[src/rtl/diagonal_walker.sv]
// Diagonal X/Y grid walker: fold toward mid-range, swap or hold at the corner,
// and a sticky monitor that freezes the walk when the invariant x >= y breaks.
module diagonal_walker #(
  parameter int unsigned W  = 4,
  parameter int unsigned X0 = 1,
  parameter int unsigned Y0 = 0,
  parameter int unsigned CW = 2 * W
) (
  input  logic          clk,
  input  logic          reset,
  input  logic          en,
  input  logic          fold,
  input  logic          mode,
  output logic [W-1:0]  x,
  output logic [W-1:0]  y,
  output logic          prop,
  output logic          viol,
  output logic [1:0]    status,
  output logic [CW-1:0] steps
);

  localparam logic [W-1:0]  KMAX      = {W{1'b1}};
  localparam logic [CW-1:0] STEPS_MAX = {CW{1'b1}};

  typedef enum logic [1:0] {
    ST_RUN  = 2'b00,
    ST_HELD = 2'b01,
    ST_FAIL = 2'b10
  } state_t;

  state_t        r_state;
  state_t        w_state_nx;
  logic [W-1:0]  r_x;
  logic [W-1:0]  r_y;
  logic [W-1:0]  w_x_nx;
  logic [W-1:0]  w_y_nx;
  logic [W-1:0]  w_fold;
  logic          w_prop;
  logic          w_step;
  logic          w_viol_set;
  logic          r_viol;
  logic [CW-1:0] r_steps;

  assign w_prop = (r_x >= r_y);
  assign w_fold = (KMAX >> 1) + (r_x >> 1);

  // Next-state and step-rule selection; FAIL entry outranks every step rule.
  always_comb begin
    w_state_nx = r_state;
    w_x_nx     = r_x;
    w_y_nx     = r_y;
    w_step     = 1'b0;
    w_viol_set = 1'b0;
    case (r_state)
      ST_RUN: begin
        if (!w_prop) begin
          w_state_nx = ST_FAIL;
          w_viol_set = 1'b1;
        end else if (en) begin
          if (fold && (r_x > r_y)) begin
            w_x_nx = w_fold;
            w_step = 1'b1;
          end else if (r_x < r_y) begin
            w_y_nx = r_y + W'(1);
            w_step = 1'b1;
          end else if ((r_x == r_y) || (r_x != KMAX)) begin
            w_x_nx = r_x + W'(1);
            w_y_nx = r_y + W'(1);
            w_step = 1'b1;
          end else if (!mode) begin
            w_x_nx = r_y;
            w_y_nx = r_x;
            w_step = 1'b1;
          end else begin
            w_state_nx = ST_HELD;
          end
        end
      end
      ST_HELD: begin
        // x > y is guaranteed here, so a fold always applies R1.
        if (en && fold) begin
          w_x_nx     = w_fold;
          w_step     = 1'b1;
          w_state_nx = ST_RUN;
        end
      end
      default: begin
        w_state_nx = ST_FAIL;
      end
    endcase
  end

  always_ff @(posedge clk or negedge reset) begin
    if (!reset) begin
      r_state <= ST_RUN;
      r_x     <= W'(X0);
      r_y     <= W'(Y0);
      r_viol  <= 1'b0;
      r_steps <= '0;
    end else begin
      r_state <= w_state_nx;
      r_x     <= w_x_nx;
      r_y     <= w_y_nx;
      r_viol  <= r_viol | w_viol_set;
      if (w_step && (r_steps != STEPS_MAX)) begin
        r_steps <= r_steps + CW'(1);
      end
    end
  end

  assign x      = r_x;
  assign y      = r_y;
  assign prop   = w_prop;
  assign viol   = r_viol;
  assign status = r_state;
  assign steps  = r_steps;

endmodule

[config.mk]
export PLATFORM = sky130hd
export DESIGN_NAME = diagonal_walker
export DESIGN_NICKNAME = d
export VERILOG_FILES = /design/src/rtl/diagonal_walker.sv
export SDC_FILE = /design/constraint.sdc
export NUM_CORES = 1
export LEC_CHECK = 0
export BUFFER_PORTS_ARGS = -buffer_cell sky130_fd_sc_hd__buf_2
export CORE_MARGIN = 10
export CORE_UTILIZATION = 58
export CTS_CLUSTER_SIZE = 10
export DETAILED_ROUTE_END_ITERATION = 6
export PLACE_DENSITY = 0.82
export SYNTH_ARGS = -nofsm -noshare
export SYNTH_HDL_FRONTEND = slang
export SYNTH_SLANG_ARGS = --single-unit
[constraint.sdc]
create_clock -name clk -period 4.7 [get_ports clk]
set_clock_uncertainty 0.2 [all_clocks]
set_input_delay 0.94 -clock clk [delete_from_list [all_inputs] [get_ports clk]]
set_output_delay 0.94 -clock clk [all_outputs]
set_load 0.01 [all_outputs]
# --- After elaboration in Yosys (flattened, before gate mapping) ---
# Index checks and enable logic that the tools add are counted.
op_classes:
  add_sub_neg: 4
  order_cmp: 3
  n_eq_ne: 15
  n_mux: 29
  bitwise_logic: 2
  reduce_logical: 9
ops:
  columns: ["cell", "n"]
  rows:
  - ["$mux 4", 10]
  - ["$ne 3x3->1 const B", 6]
  - ["$mux 2", 7]
  - ["$reduce_and 6->1", 2]
  - ["$mux 1", 9]
  - ["$add 4x1->4 const B", 2]
  - ["$add 8x1->8 const B", 1]
  - ["$ne 4x4->1 const B", 2]
  - ["$ne 8x8->1 const B", 1]
  - ["$pmux 4 s2", 1]
  - ["$ne 2x2->1 const B", 3]
  - ["$reduce_and 5->1", 1]
  - ["$add 3x3->4 const A", 1]
  - ["$eq 4x4->1", 1]
  - ["$ge 4x4->1", 1]
  - ["$gt 4x4->1", 1]
  - ["$lt 4x4->1", 1]
  - ["$pmux 2 s2", 1]
  - ["$logic_and 1x1->1", 3]
  - ["$ne 3x1->1 const B", 1]
  - ["$eq 2x1->1 const B", 1]
  - ["$logic_not 2->1", 1]
  - ["$pmux 1 s2", 1]
  - ["$reduce_bool 2->1", 1]
  - ["other kinds (3)", 3]
totals:
  regBits: 19
  inputBits: 5
  word_cells: 67

# --- Longest topological paths before layout ---
# Gate-level depths: netlist (run 1).
logic_depth:
  word_depth: 9
  ltp_mapped: 8

# --- Worst setup path before layout (run 1) ---
# OpenSTA, ideal clock, no wires.
synth_path:
  path_kind: "register -> output"
  from: "reg r_y[1], in the netlist y[1]"
  to: "out prop"
  t_arrival_ps: 1536
  path_slack_ps: 2024
  path_stages_with_launch: 7
  path_buffers: 0
  path_cell_list: "dfrtp_1 inv_1 ha_1 nor2b_1 o211ai_2 and2_1 nand2_1"
synth_between:
  elab_chain_cells: 1
synth_rtl:
  columns: ["item", "line_no", "source"]
  rows:
  - ["start, declared", "34", "logic [W-1:0] r_y;"]
  - ["start signal, assigned", "97", "r_y <= W'(Y0);"]
  - ["start signal, assigned", "103", "r_y <= w_y_nx;"]
  - ["$ge 4x4->1", "44", "assign w_prop = (r_x >= r_y);"]
  - ["end, declared", "16", "output logic prop,"]
# Every way passes these cells.

# --- Worst setup path in the final report (run 1) ---
# Same ends and word-level chain as after synthesis.

==> results.txt, run 1 <==
status: finished, final reports clean
Yosys reg bits: 19
Setup violations, final: 0
CP startpoint kind: register
register area: 477 um2
synth unique cells: 38
final worst slack: 1.50 ns
CP peak stage delay: 0.45 ns
die area: 0.00444 mm2
chip height: 66.6 um
first-pass GRT wire length: 4570 um
antenna cell count: 0
Vias: 1,090
Most used DFF post-synth: dfrtp_1
Synth Area per Inst: 9.55 um2
endpoint class of the critical path: output pin
CP required: 3.56 ns
Area contributors post-synth: dfrtp_1, ha_1, nand2_1
Iteration-0 DRC Markers: 73
worst IR drop on VDD: 0.351 mV
worst path arrival time: 2.06 ns
Multi-input gate area: 751 um2
mux cell area share after synthesis: 0.0337
Synth warnings: 0
CTS tree: built
largest family of logic cells by synthesized area: compound AO/OA/AOI/OAI gates
CTS root buffer: clkbuf_4
hold_ws: 0.295 ns
Net Count, Synth: 146
DRC: 0
Post-DP HPWL: 2150 um
Hold/Removal Path Class: reg2reg
vias in the first global route: 971
filler cell count: 155
Max-cap violations: 0
vias per cell: 5.83
final wirelength: 2760 um
top cell type's share of synthesized area: 0.357
Async SR Flop Fraction: 1.00
io pins: 25
most frequent cell after synthesis: dfrtp_1
CP max-delay cell: dfrtp_1
final critical-path required period: 3.20 ns
pre-CTS setup slack: 1.84 ns
Crit path max-delay family: simple AND/OR/NAND/NOR gates
Post-synth EDFFs: 0
Clk Latency, worst-skew pair: 0.30 ns
grt total ovfl: 0
gr usage total: 0.128
Slew Viols, Final: 0
Leak: 0.665 nW
area share of fa/ha/maj cells after synthesis: 0.0893
post-route setup TNS: 0 ns
Placer Congestion: 0.919
number of buffers created by CTS: 3
Post-CTS Resized: 0
Hold Fails Final Rpt: 0
Worst-Margin Slew: 0.600 ns
mapped cell area: 0.00126 mm2
Starting Density: 0.624
largest net degree at the start of global routing: 20
complex-gate fraction of the synthesized area: 0.206
share of layout cells above drive strength 1: 0.256
period utilisation layout: 0.681
Hold Buf Count CTS: 0
Reg clk slew, reported paths: 0.12 ns
Setup CP Type: reg2out
maximum fanout along the worst path: 6
core area: 0.00202 mm2
Die X: 66.6 um
initial antenna violation count: 0
Area Growth Syn to Fin: 14.4%
H-tree levels: 1
Max Fclk: 313 MHz
antenna violation net count after detailed routing: 0
critical-path cell list: inv_1 > ha_1 > nor2b_1 > o211ai_2 > and2_1 > nand2_1 > buf_2
PD cells: 504 mW/mm2
CP bufs+invs: 2
port bufs: 24
fin nets: 175
post-synthesis simple-gate area fraction: 0.203
Initial DRT Pass Iterations: 4
num rows: 16
Setup Buffers After CTS: 0
cell taking the most area after synthesis: dfrtp_1
Post-Syn Instances: 132
xor and xnor area share after synthesis: 0.0625
DR WL/cell: 14.8 um
Slew HR: 0.598
Max Buffers Root-to-Sink: 2
CTS sink count: 19
RSZ-0062 raised after global routing: false
Seq/Total Area, Yosys: 0.378
top post-synthesis cells by count: dfrtp_1, nand2_1, ha_1, inv_1, a21oi_1
==> layout make-up <==
class | instances | area share
flip-flops and latches | 19 | 0.330
repair buffers | 24 | 0.0833
multi-input cells | 104 | 0.520
inverters | 9 | 0.0234
clock inverters | 1 | 0.00347
clock buffers | 3 | 0.0156
well taps | 27 | 0.0234
==> placed cells by master (no fill, tap or decap), drive strengths merged, types with 2 or more instances in the layout <==
cell type	n
a211oi	3
a21boi	2
a21oi	9
a31o	2
a31oi	2
and3	3
buf	24
clkbuf	3
dfrtp	18
ha	9
inv	9
mux2	2
mux2i	2
nand2	16
nand3	6
nand4	6
nor2	7
nor2b	4
nor3	2
o21ai	6
o22a	2
xnor2	6
xor2	3
==> sequential cells by signal (all words and copies together) (netlist names) <==
| signal | flops |
|---|---|
| status | 2 |
| viol | 1 |
| y | 4 |
| x | 4 |
| steps | 8 |
==> cell families after synthesis <==
family          after synthesis
compound gates               33
buf+inv                       9
mux                           4
xor+xnor                      9
flops                        19
simple gates                 49
fa+ha+maj                     9
==> where the power goes <==
group	total, mW	internal, mW	switching [mW]	leakage, nW
sequential	0.268	0.203	0.0647	0.243
combinational	0.373	0.154	0.220	0.404
clock	0.0852	0.0317	0.0535	0.0177
total	0.727	0.389	0.338	0.665
==> path summary, 6_finish.rpt <==
path,start,to,slack (ns),cells after the start
max,y[1],prop,1.50,7
min,viol,viol,0.29,1
max reg2reg,x[0],x[3],2.00,8
min reg2reg,viol,viol,0.29,1
max in group asynchronous,reset,x[0],3.61,1
min in group asynchronous,reset,status[0],0.35,1
==> per-stage QoR <==
stage	util	cell area, um2	total power, mW	cells
2_1_floorplan	-	1260	0.525	132
3_3_place_gp	0.700	1420	0.630	183
3_5_place_dp	0.700	1420	0.642	183
4_1_cts	0.713	1440	0.727	187
5_1_grt	0.713	1440	0.789	187
6_report	0.713	1440	0.727	187
==> metal layers <==
metal	GRT usage	up-vias	share of wire
met4	0.0445	0	0.011
li1	-	536	-
met1	0.173	515	0.46
met3	0.0385	6	0.087
met5	0	-	0
met2	0.185	33	0.44
Power figures use the tool's default switching activity.
==> run 2: changes to the inputs <==
--- a/config.mk
+++ b/config.mk
@@ -7,10 +7,10 @@
 export LEC_CHECK = 0
 export BUFFER_PORTS_ARGS = -buffer_cell sky130_fd_sc_hd__buf_2
 export CORE_MARGIN = 10
-export CORE_UTILIZATION = 58
+export CORE_UTILIZATION = 54
 export CTS_CLUSTER_SIZE = 10
 export DETAILED_ROUTE_END_ITERATION = 6
-export PLACE_DENSITY = 0.82
+export PLACE_DENSITY = 0.77
 export SYNTH_ARGS = -nofsm -noshare
 export SYNTH_HDL_FRONTEND = slang
 export SYNTH_SLANG_ARGS = --single-unit
==> constraint.sdc (replaced) <==
create_clock -name clk -period 3.1 [get_ports clk]
set_clock_uncertainty 0.2 [all_clocks]
set_input_delay 0.62 -clock clk [delete_from_list [all_inputs] [get_ports clk]]
set_output_delay 0.62 -clock clk [all_outputs]
set_load 0.01 [all_outputs]
==> results.txt, run 2 (same netlist as run 1, synthesis figures left out) <==
CP startpoint kind: register
vias per cell: 5.86 (+0.48%)
Starting Density: 0.570 (-0.0536)
worst path arrival time: 2.10 ns (+0.04 ns)
filler cell count: 204 (+32%)
worst IR drop on VDD: 0.414 mV (+18%)
port bufs: 24 (unchanged)
critical-path cell list: inv_1 > ha_1 > nor2b_1 > o211ai_2 > and2_2 > nand2_1 > buf_2
initial antenna violation count: 0 (unchanged)
CP max-delay cell: dfrtp_1
grt total ovfl: 0 (unchanged)
maximum fanout along the worst path: 6 (unchanged)
largest net degree at the start of global routing: 20 (unchanged)
commonest non-fill, non-tap cells in the layout: buf_2, dfrtp_1, nand2_1
Hold Fails Final Rpt: 0 (unchanged)
Leak: 0.668 nW (+0.46%)
number of buffers created by CTS: 3 (unchanged)
gr usage total: 0.144 (+0.0167)
num rows: 17 (+1)
chip height: 68.3 um (+2.5%)
Max Fclk: 343 MHz
Hold/Removal Path Class: in2async
CTS sink count: 19 (unchanged)
final critical-path required period: 2.92 ns
DR WL/cell: 16.1 um (+8.9%)
first-pass GRT wire length: 5220 um (+14%)
Area Growth Syn to Fin: 15.1%
commonest non-fill, non-tap cell in the layout: buf_2
die area: 0.00467 mm2 (+5.2%)
Die X: 68.3 um (+2.5%)
Slew Viols, Final: 0 (unchanged)
Worst-Margin Slew: 0.576 ns (-0.0241 ns)
status: finished, final reports clean
antenna cell count: 0 (unchanged)
Multi-input gate area: 752 um2 (+0.17%)
Post-DP HPWL: 2280 um (+5.9%)
Setup violations, final: 0 (unchanged)
Max Buffers Root-to-Sink: 2 (unchanged)
vias in the first global route: 1,129 (+16%)
share of layout cells above drive strength 1: 0.261 (+0.00462)
Max-cap violations: 0 (unchanged)
core area: 0.00221 mm2 (+9.4%)
io pins: 25 (unchanged)
CTS root buffer: clkbuf_4
final worst slack: 0.184 ns (-1.32 ns)
antenna violation net count after detailed routing: 0 (unchanged)
Hold Buf Count CTS: 0 (unchanged)
post-route setup TNS: 0 ns (unchanged)
PD cells: 778 mW/mm2 (+54%)
Setup CP Type: reg2out
Vias: 1,107 (+1.6%)
Finished Layout Cells: 189 (+1.1%)
Inst Count DP: 185 (+1.1%)
endpoint class of the critical path: output pin
register area: 477 um2 (unchanged)
max FFs per register: 8 (unchanged)
Initial DRT Pass Iterations: 5 (+1)
pre-CTS setup slack: 0.444 ns (-1.40 ns)
CP peak stage delay: 0.46 ns (about the same)
Slew HR: 0.616 (+0.0179)
period utilisation layout: 0.941
CTS tree: built
final wirelength: 3040 um (+10%)
Clk Latency, worst-skew pair: 0.30 ns (about the same)
fin nets: 176 (+0.57%)
Reg clk slew, reported paths: 0.11 ns (about the same)
H-tree levels: 1 (unchanged)
DRC: 0 (unchanged)
CP required: 2.28 ns (-1.28 ns)
RSZ-0062 raised after global routing: false
Iteration-0 DRC Markers: 62 (-15%)
Placer Congestion: 0.891 (-3.0%)
==> run 2: where the power goes <==
part / total [mW] / switching (mW) / internal, mW
clock network: 0.129 / 0.0788 / 0.0503
logic: 0.588 / 0.341 / 0.247
registers: 0.412 / 0.104 / 0.308
==> run 2: what timing repair did <==
| action | in CTS | in global routing |
|---|---|---|
| resized for setup | 0 | 1 |
| endpoints found under the setup margin | 0 | 1 |
| buffers inserted | 0 | 0 |
==> run 2: final cells by class <==
class | count | share of cell area
inverters | 9 | 0.0233
well taps | 28 | 0.0241
clock buffers | 4 | 0.0181
repair buffers | 25 | 0.0879
multi-input cells | 104 | 0.518
flip-flops and latches | 19 | 0.328
==> run 2: path summary, 6_finish.rpt <==
check	startpoint	endpoint	slack, ns	cells after the start
max	y[1]	prop	0.18	7
min	reset	x[1]	0.04	1
max reg2reg	x[0]	x[0]	0.39	8
min reg2reg	viol	viol	0.28	1
max in group asynchronous	reset	x[0]	2.34	1
min in group clk	viol	viol	0.28	1
==> run 2: metal layers <==
metal | routed length [um] | GRT usage | vias up
met3 | 168 | 0.0392 | 7
met5 | 0 | 0 | -
met2 | 1560 | 0.250 | 25
met4 | 61 | 0.0653 | 0
li1 | - | - | 538
met1 | 1250 | 0.161 | 537
==> run 2: critical path: cells and delay by family (launching register included) <==
kind | cells | cell delay, ns
AO/OA/AOI/OAI | 1 | 0.27
adder cells (fa/ha/maj) | 1 | 0.33
buffers and inverters | 2 | 0.23
flip-flops | 1 | 0.46
AND/OR/NAND/NOR | 3 | 0.50
==> run 2: through the flow <==
step           utilization  power (mW)  area (um2)  hold WS [ns]
2_1_floorplan            -       0.796        1260         0.124
3_3_place_gp         0.644       0.975        1420         0.253
3_5_place_dp         0.644       0.999        1420         0.255
4_1_cts              0.656        1.13        1450        0.0575
5_1_grt              0.656        1.23        1450        0.0541
6_report             0.656        1.13        1450        0.0353
==> run 3: changes to the inputs <==
--- a/config.mk
+++ b/config.mk
@@ -6,6 +6,7 @@
 export NUM_CORES = 1
 export LEC_CHECK = 0
 export BUFFER_PORTS_ARGS = -buffer_cell sky130_fd_sc_hd__buf_2
+export CORE_ASPECT_RATIO = 1.2
 export CORE_MARGIN = 10
 export CORE_UTILIZATION = 54
 export CTS_CLUSTER_SIZE = 10
==> results.txt, run 3 (same netlist as run 1, synthesis figures left out) <==
status: finished, final reports clean
port bufs: 24 (unchanged)
commonest non-fill, non-tap cell in the layout: buf_2
vias in the first global route: 1,173 (+3.9%)
worst IR drop on VDD: 0.486 mV (+17%)
pre-CTS setup slack: 0.443 ns (-0.00141 ns)
internal power: 0.609 mW (+0.53%)
antenna violation net count after detailed routing: 0 (unchanged)
Setup CP Type: reg2out
CP max-delay cell: dfrtp_1
critical-path cell list: inv_1 > ha_1 > nor2b_1 > o211ai_2 > and2_1 > nand2_1 > buf_2
CTS tree: built
max FFs per register: 8 (unchanged)
CP required: 2.28 ns (about the same)
chip height: 72.9 um (+6.8%)
grt total ovfl: 0 (unchanged)
Setup violations, final: 0 (unchanged)
Die X: 64.1 um (-6.2%)
maximum fanout along the worst path: 6 (unchanged)
CP bufs+invs: 2 (unchanged)
Starting Density: 0.558 (-0.0117)
post-route setup TNS: 0 ns (unchanged)
Max Buffers Root-to-Sink: 2 (unchanged)
CTS sink count: 19 (unchanged)
io pins: 25 (unchanged)
H-tree levels: 1 (unchanged)
fin util: 0.647 (-0.00902)
initial antenna violation count: 0 (unchanged)
clock power share: 0.111 (-0.003)
PD cells: 772 mW/mm2 (-0.77%)
Power, Total: 1.13 mW (about the same)
worst path arrival time: 2.06 ns (-0.04 ns)
CP peak stage delay: 0.44 ns (-0.02 ns)
Initial DRT Pass Iterations: 4 (-1)
first-pass GRT wire length: 5250 um (+0.52%)
Vias: 1,118 (+0.99%)
Hold Buf Count CTS: 0 (unchanged)
Iteration-0 DRC Markers: 38 (-39%)
final wirelength: 3110 um (+2.4%)
Hold Fails Final Rpt: 0 (unchanged)
Hold/Removal Path Class: in2async
Setup Buffers After CTS: 0 (unchanged)
fin nets: 177 (+0.57%)
die area: 0.00468 mm2 (+0.18%)
commonest non-fill, non-tap cells in the layout: buf_2, dfrtp_1, nand2_1
Placer Congestion: 0.904 (+1.4%)
CP startpoint kind: register
Sw Ratio: 0.460 (-0.00332)
Reg clk slew, reported paths: 0.11 ns (about the same)
vias per cell: 5.79 (-1.1%)
combinational share of power: 0.532 (+0.011)
CTS root buffer: clkbuf_4
NetSw: 0.519 mW (-0.80%)
core area: 0.00226 mm2 (+2.1%)
gr usage total: 0.138 (-0.00668)
number of buffers created by CTS: 3 (unchanged)
Worst-Margin Slew: 0.545 ns (-0.0305 ns)
Max Fclk: 347 MHz (+1.2%)
Post-CTS Resized: 0 (unchanged)
Slew Viols, Final: 0 (unchanged)
final worst slack: 0.219 ns (+0.0351 ns)
Leak: 0.673 nW (+0.70%)
Clk Latency, worst-skew pair: 0.30 ns (about the same)
RSZ-0062 raised after global routing: false
Area Growth Syn to Fin: 15.9%
Max-cap violations: 0 (unchanged)
Slew HR: 0.637 (+0.0204)
Crit path max-delay family: simple AND/OR/NAND/NOR gates
DRC: 0 (unchanged)
endpoint class of the critical path: output pin
share of layout cells above drive strength 1: 0.259 (-0.00161)
period utilisation layout: 0.929 (-0.0113)
antenna cell count: 0 (unchanged)
sequential cell fraction of total power: 0.357 (-0.008)
num rows: 19 (+2)
Post-DP HPWL: 2450 um (+7.4%)
largest net degree at the start of global routing: 20 (unchanged)
filler cell count: 199 (-2.5%)
final critical-path required period: 2.88 ns (-0.0351 ns)
DR WL/cell: 16.1 um (+0.25%)
run 3: layer usage:
| layer | wire length [um] | vias to the layer above | global-route usage |
|---|---|---|---|
| li1 | - | 543 | - |
| met1 | 1300 | 535 | 0.143 |
| met2 | 1550 | 32 | 0.243 |
| met3 | 150 | 8 | 0.0353 |
| met4 | 106 | 0 | 0.0833 |
| met5 | 0 | - | 0 |
run 3: per-stage QoR:
stage | instances | hold slack [ns] | cell area (um2)
2_1_floorplan | 132 | 0.124 | 1260
3_3_place_gp | 189 | 0.245 | 1440
3_5_place_dp | 189 | 0.248 | 1440
4_1_cts | 193 | 0.0487 | 1460
5_1_grt | 193 | 0.0511 | 1460
6_report | 193 | 0.0436 | 1460
run 3: worst paths after layout:
check / start / end / slack (ns) / depth (start not counted)
max in group asynchronous: reset / x[0] / 2.32 / 1
min: reset / y[0] / 0.04 / 1
max: y[1] / prop / 0.22 / 7
min in group clk: viol / viol / 0.27 / 1
min reg2reg: viol / viol / 0.27 / 1
max reg2reg: x[0] / x[3] / 0.37 / 8
run 3: power by group through the flow:
stage	Combinational [mW]	Sequential [mW]	Clock (mW)
2_1_floorplan	0.375	0.421	0
3_3_place_gp	0.588	0.401	0
3_5_place_dp	0.604	0.408	0
4_1_cts	0.608	0.403	0.131
5_1_grt	0.673	0.417	0.143
6_report	0.600	0.403	0.125
run 3: layout make-up:
| cell class | instances | area, um2 | share of cell area |
|---|---|---|---|
| flip-flops and latches | 19 | 477 | 0.326 |
| clock buffers | 4 | 26.3 | 0.0180 |
| multi-input cells | 104 | 751 | 0.514 |
| inverters | 9 | 33.8 | 0.0231 |
| repair buffers | 26 | 135 | 0.0925 |
| well taps | 31 | 38.8 | 0.0265 |
run 3: worst reg2reg max path, delay by kind of cell, from the launching register on:
| kind | cells | cell delay, ns |
|---|---|---|
| fa+ha+maj | 1 | 0.30 |
| flops | 1 | 0.62 |
| simple gates | 2 | 0.52 |
| compound gates | 4 | 0.89 |
| buf+inv | 1 | 0.08 |
